### config.mk
export PLATFORM = sky130hd
export DESIGN_NAME = fft_sample_loader
export DESIGN_NICKNAME = d
export VERILOG_FILES = /design/src/rtl/fft_pkg.sv /design/src/rtl/loader_decim.sv /design/src/rtl/fft_sample_loader.sv
export SDC_FILE = /design/constraint.sdc
export NUM_CORES = 1
export LEC_CHECK = 0
export ABC_AREA = 1
export BUFFER_PORTS_ARGS = -buffer_cell sky130_fd_sc_hd__buf_2
export CAP_MARGIN = 0
export CORE_ASPECT_RATIO = 0.6
export CORE_UTILIZATION = 46
export DETAILED_ROUTE_END_ITERATION = 8
export HOLD_SLACK_MARGIN = 0.08
export PLACE_DENSITY = 0.75
export SYNTH_ARGS = -nofsm -noshare
export SYNTH_HDL_FRONTEND = slang
export SYNTH_HIERARCHICAL = 1
export SYNTH_SLANG_ARGS = --single-unit
### constraint.sdc
create_clock -name clk -period 1.2 [get_ports clk]
set_clock_uncertainty 0.05 [all_clocks]
set_input_delay 0.24 -clock clk [delete_from_list [all_inputs] [get_ports clk]]
set_output_delay 0.24 -clock clk [all_outputs]
set_load 0.02 [all_outputs]
### src/rtl/fft_pkg.sv
// Definitions shared between the sample loader and the FFT engine:
// loader FSM state encoding and default frame/sample geometry.
package fft_pkg;

  localparam int FFT_DEPTH_LOG2 = 8;
  localparam int FFT_SAMPLE_W   = 16;

  typedef enum logic [1:0] {
    IDLE      = 2'd0,
    FILL      = 2'd1,
    KICK      = 2'd2,
    WAIT_DONE = 2'd3
  } loader_state_e;

endpackage

### src/rtl/loader_decim.sv
// Pair averager: holds the first sample of each pair and, on the second,
// presents their signed mean (a+b)>>>1 evaluated one bit wider than a sample.
module loader_decim
  import fft_pkg::*;
#(
  parameter int SAMPLE_W = FFT_SAMPLE_W
) (
  input  logic                       clk,
  input  logic                       rst_n,
  input  logic                       clear,
  input  logic                       in_valid,
  input  logic signed [SAMPLE_W-1:0] in_data,
  output logic                       out_valid,
  output logic signed [SAMPLE_W-1:0] out_data
);

  logic                       phase_r;
  logic signed [SAMPLE_W-1:0] first_r;

  function automatic logic signed [SAMPLE_W-1:0] pair_avg(
    input logic signed [SAMPLE_W-1:0] a,
    input logic signed [SAMPLE_W-1:0] b
  );
    logic signed [SAMPLE_W:0] sum;
    sum = {a[SAMPLE_W-1], a} + {b[SAMPLE_W-1], b};
    return SAMPLE_W'(sum >>> 1);
  endfunction

  // Pair phase and first-sample holding register
  always_ff @(posedge clk or negedge rst_n) begin
    if (!rst_n) begin
      phase_r <= 1'b0;
      first_r <= {SAMPLE_W{1'b0}};
    end else if (clear) begin
      phase_r <= 1'b0;
    end else if (in_valid) begin
      phase_r <= ~phase_r;
      if (!phase_r) begin
        first_r <= in_data;
      end
    end
  end

  assign out_valid = in_valid & phase_r;
  assign out_data  = pair_avg(first_r, in_data);

endmodule

### src/rtl/fft_sample_loader.sv
// Captures one frame of 2^DEPTH_LOG2 samples into FFT memory, then pulses Start.
// Optional LOADER_DECIM_EN: write the average of each consecutive sample pair.
module fft_sample_loader
  import fft_pkg::*;
#(
  parameter int DEPTH_LOG2 = FFT_DEPTH_LOG2,
  parameter int SAMPLE_W   = FFT_SAMPLE_W
) (
  input  logic                         clk,
  input  logic                         rst_n,
  input  logic signed [SAMPLE_W-1:0]   sample_in,
  input  logic                         sample_valid,
  input  logic                         arm,
  input  logic                         ready,
  input  logic                         done,
  output logic                         wr_en,
  output logic        [DEPTH_LOG2-1:0] wr_addr,
  output logic signed [SAMPLE_W-1:0]   wr_data,
  output logic                         start,
  output logic                         busy,
  output logic        [7:0]            frame_count
);

  localparam logic [DEPTH_LOG2-1:0] LAST_ADDR = {DEPTH_LOG2{1'b1}};
  localparam logic [DEPTH_LOG2-1:0] ADDR_STEP = DEPTH_LOG2'(1'b1);

  loader_state_e               state_r, next_state_s;
  logic [DEPTH_LOG2-1:0]       addr_r, addr_s;
  logic                        accept_s, enter_fill_s, write_s;
  logic signed [SAMPLE_W-1:0]  write_data_s;
  logic                        wr_en_r, wr_en_s, start_r, start_s, busy_r, busy_s;
  logic [DEPTH_LOG2-1:0]       wr_addr_r, wr_addr_s;
  logic signed [SAMPLE_W-1:0]  wr_data_r, wr_data_s;
  logic [7:0]                  frame_count_r, frame_count_s;

  assign accept_s     = sample_valid && (state_r == FILL);
  assign enter_fill_s = (state_r == IDLE) && (next_state_s == FILL);

`ifdef LOADER_DECIM_EN
  loader_decim #(.SAMPLE_W(SAMPLE_W)) u_decim (
    .clk      (clk),
    .rst_n    (rst_n),
    .clear    (enter_fill_s),
    .in_valid (accept_s),
    .in_data  (sample_in),
    .out_valid(write_s),
    .out_data (write_data_s)
  );
`else
  assign write_s      = accept_s;
  assign write_data_s = sample_in;
`endif

  // State and registered-output update
  always_ff @(posedge clk or negedge rst_n) begin
    if (!rst_n) begin
      state_r       <= IDLE;
      addr_r        <= {DEPTH_LOG2{1'b0}};
      wr_en_r       <= 1'b0;
      wr_addr_r     <= {DEPTH_LOG2{1'b0}};
      wr_data_r     <= {SAMPLE_W{1'b0}};
      start_r       <= 1'b0;
      busy_r        <= 1'b0;
      frame_count_r <= 8'd0;
    end else begin
      state_r       <= next_state_s;
      addr_r        <= addr_s;
      wr_en_r       <= wr_en_s;
      wr_addr_r     <= wr_addr_s;
      wr_data_r     <= wr_data_s;
      start_r       <= start_s;
      busy_r        <= busy_s;
      frame_count_r <= frame_count_s;
    end
  end

  // Next-state decode; the last write of the frame moves to KICK without wrapping
  always_comb begin
    next_state_s = state_r;
    case (state_r)
      IDLE: begin
        if (arm && ready) next_state_s = FILL;
        else              next_state_s = IDLE;
      end
      FILL: begin
        if (write_s && (addr_r == LAST_ADDR)) next_state_s = KICK;
        else                                  next_state_s = FILL;
      end
      KICK:    next_state_s = WAIT_DONE;
      WAIT_DONE: begin
        if (done) next_state_s = IDLE;
        else      next_state_s = WAIT_DONE;
      end
      default: next_state_s = IDLE;
    endcase
  end

  // Output decode; Start is taken from KICK so it lands after the final write
  always_comb begin
    wr_en_s       = write_s;
    wr_addr_s     = wr_addr_r;
    wr_data_s     = wr_data_r;
    addr_s        = addr_r;
    frame_count_s = frame_count_r;
    start_s       = (state_r == KICK);
    busy_s        = (next_state_s != IDLE);
    if (enter_fill_s) begin
      addr_s = {DEPTH_LOG2{1'b0}};
    end else if (write_s && (addr_r != LAST_ADDR)) begin
      addr_s = addr_r + ADDR_STEP;
    end else begin
      addr_s = addr_r;
    end
    if (write_s) begin
      wr_addr_s = addr_r;
      wr_data_s = write_data_s;
    end else begin
      wr_addr_s = wr_addr_r;
      wr_data_s = wr_data_r;
    end
    if ((state_r == WAIT_DONE) && done) begin
      frame_count_s = frame_count_r + 8'd1;
    end else begin
      frame_count_s = frame_count_r;
    end
  end

  assign wr_en       = wr_en_r;
  assign wr_addr     = wr_addr_r;
  assign wr_data     = wr_data_r;
  assign start       = start_r;
  assign busy        = busy_r;
  assign frame_count = frame_count_r;

endmodule

==> metrics.md <==
| Metric | Value |
|---|---|
| Grt ovf | 0 |
| Total power | 4160 uW |
| Initial drt markers | 66 |
| Required time of the critical path | 1380 ps |
| Crit path cell chain | ha_4 > nand2_4 > nor2_4 > nand2_2 > nand2_2 > nand2_4 > inv_4 > nand2_1 > nand2_1 |
| R2r worst-path depth | 9 |
| CTS root buf | clkbuf_8 |
| GPL Wtd Cong | 0.874 |
| Slew Viols, Final | 0 |
| First-pass GRT wire length | 7110 um |
| Drt via density | 4.70 |
| Core ar. | ~4100 sq um |
| Syn nets | 255 |
| Util after Layout | 66.7% |
| Slowest cell delay on critical path | 400 ps |
| Pre-CTS WS | -102 ps |
| Layout fillers | 350 |
| CP max stage cell | dfrtp_1 |
| RSZ-0062 raised after global routing | yes |
| R2r setup slk | -130 ps |
| CTS Buf Count | 5 |
| DIE WIDTH | 87.0 um |
| Area grow syn2layout | 37.9% |
| Cell Area, Synth | ~2000 sq um |
| Tmin final | 1330 ps |
| Nets@finish | 342 |
| Crit path buffers/inverters | 1 |
| CP Class | register to register |
| PwrDens | 1510 nW/um^2 |
| Worst-margin pin slew | about 330 ps |
| Cell taking the most area after synthesis | dfrtp_1 |
| LEAKAGE | about 0.0015 uW |
| Synth Register Bits | 45 |
| Post-route ant nets | 0 |
| Startpoint Class | register |
| Tcrit/Tclk final | 111% |
| CTS tree | built |
| Peak supply drop | 0.846 mV |
| Largest net degree at the start of global routing | 23 |
| Worst r2r src | addr_r[0] |
| Worst endpoint data arrival time | 1510 ps |
| Sink Count | 45 |
| DR vias | 1781 |
| Register area | 1130 sq um |
| Min Hold Slack | 82.2 ps |
| Hold Crit Class | input port to register |
| Instance count on the critical path | 9 |
| Die Y | 53.0 um |
| I/O pins | 57 |
| H-tree Lvls | 2 |
| Share of cells above drive strength 1 | ~37% |
| Reg-to-Reg End | addr_r[6] |
| Synth cell types | 21 |
| Top cells by area, synth | dfrtp_1 57%, nand2_1 18%, nand3_1 3.3% |
| Vias in the first global route | roughly 1600 |
| Post-synthesis instance total | 231 |
| First-pass DRT Iterations | 4 |
| F_max | approximately 0.75 GHz |
| Seq/Total Area, Yosys | 56.5% |
| Synth Warn # | 6 |
| Area of the multi-input gates | 808 sq um |
| Max-Cap Viols | 0 |
| Initial antenna violation count | 0 |
| Crit. Startpoint | addr_r[0] |
| DRC | 0 |
| Antenna Cells | 0 |
| Std-Cell Rows | 18 |
| DP Area | ~2500 sq um |
| Initial core utilization | about half |
| Reg clk slew, reported paths | 80 ps |
| Worst-skew pair later-pin latency | 300 ps |
| Worst setup path endpoint | addr_r[6] |
| Final Hold Viols | 0 |
| Top-area cell type share of the netlist area | 56.5% |
| Max_slew headroom | 78.2% |
| DIE AREA | 4610 sq um |
| Status | finished, violations left |
| Fin area | 2750 sq um |
| Port bufs | 56 |
| Final wirelength | 4470 um |
| CP top delay family | simple AND/OR/NAND/NOR gates |
| Syn avg cell area | 8.62 sq um |
| Setup slack after layout | -127 ps |
| CP Max Fanout | 4 |
| Dpl hpwl | 3260 um |
| Wirelength per Cell | 11.8 um |
| Final setup violation count | 11 |
| Crit. End Element | register |
| Max clock buf depth | 2 |
| Total GRT Usage | 20.8% |
| Failing checks | negative setup slack |
what timing repair did:
| action | in CTS | in global routing |
|---|---|---|
| resized for setup | 9 | 13 |
| setup buffers | 2 | 6 |
| hold buffers | 1 | 0 |
| endpoints found under the hold margin | 26 | 0 |
| pin swaps | 4 | 9 |
| endpoints found under the setup margin | 24 | 36 |
sequential cells by signal (all words and copies together) (netlist names):
name,count
wr_en,1
wr_addr,8
busy,1
start,1
frame_count,8
addr_r,8
wr_data,16
state_r,2
worst register-to-register path, delay by kind of cell, from the launching register on:
kind,cells,cell delay (ps)
flops,1,400
buf+inv,1,80
fa+ha+maj,1,170
simple gates,7,550
per-stage QoR:
stage               setup TNS [ps]  instances
finish                        -860        379
global route                 -1980        379
CTS                           -797        373
detailed placement            -616        362
global placement              -214        362
floorplan                    -98.3        231
worst min path at each step:
stage,endpoint,depth (start not counted),start,slack [ps]
6_report,wr_data[9],3,sample_in[9],80
3_5_place_dp,wr_addr[1],1,rst_n,110
5_1_grt,wr_data[9],3,sample_in[9],90
2_1_floorplan,addr_r[0],0,rst_n,-110
3_3_place_gp,wr_addr[1],1,rst_n,110
4_1_cts,wr_data[0],3,sample_in[0],90
cell families (layout without fill, tap and decap cells):
kind of cell / count (synthesis) / in the layout / share of synthesized area (%)
XOR/XNOR: 7 / 7 / 3.08
AND/OR/NAND/NOR: 134 / 134 / 29.1
adder cells (fa/ha/maj): 2 / 2 / 1.26
buffers and inverters: 28 / 116 / 5.90
AO/OA/AOI/OAI: 15 / 15 / 4.08
flip-flops: 45 / 45 / 56.5
layout make-up:
type / count / share of cell area, %
multi-input combinational: 158 / 29.4
clock buffer: 8 / 3.28
tap: 60 / 2.73
sequential: 45 / 41.2
timing repair buffer: 86 / 20.2
inverter: 22 / 3.19
routing by layer:
metal / part of all wire [%] / global-route usage, % / vias up
li1: - / - / 892
met1: 50 / 30.6 / 823
met2: 43 / 30.3 / 60
met3: 6.4 / 5.30 / 6
met4: 0.83 / 5.00 / 0
met5: 0 / 0 / -
power breakdown:
group          internal [uW]  switching [uW]
sequential              1770             187
clock                    470             488
combinational            502             738
total                   2740            1410
Yosys cell counts:
| master | count |
|---|---|
| a21oi_2 | 1 |
| buf_2 | 4 |
| buf_4 | 2 |
| dfrtp_1 | 45 |
| ha_1 | 2 |
| inv_1 | 17 |
| inv_2 | 5 |
| nand2_1 | 97 |
| nand2_2 | 4 |
| nand3_1 | 13 |
| nand3_2 | 2 |
| nand3_4 | 1 |
| nand4_1 | 5 |
| nor2_1 | 9 |
| nor2_2 | 2 |
| nor2_4 | 1 |
| o21ai_0 | 1 |
| o21ai_1 | 12 |
| o21bai_1 | 1 |
| xnor2_1 | 3 |
| xor2_1 | 4 |
cell usage in the layout (no fill, tap or decap), drive strengths merged:
cell	Yosys	final
nand2	101	101
buf	6	85
dfrtp	45	45
inv	22	22
nand3	16	16
o21ai	13	13
nor2	12	12
clkbuf	0	8
nand4	5	5
xor2	4	4
xnor2	3	3
ha	2	2
a21oi	1	1
o21bai	1	1
dlygate4sd3	0	1
(Power assumes the default switching activity.)
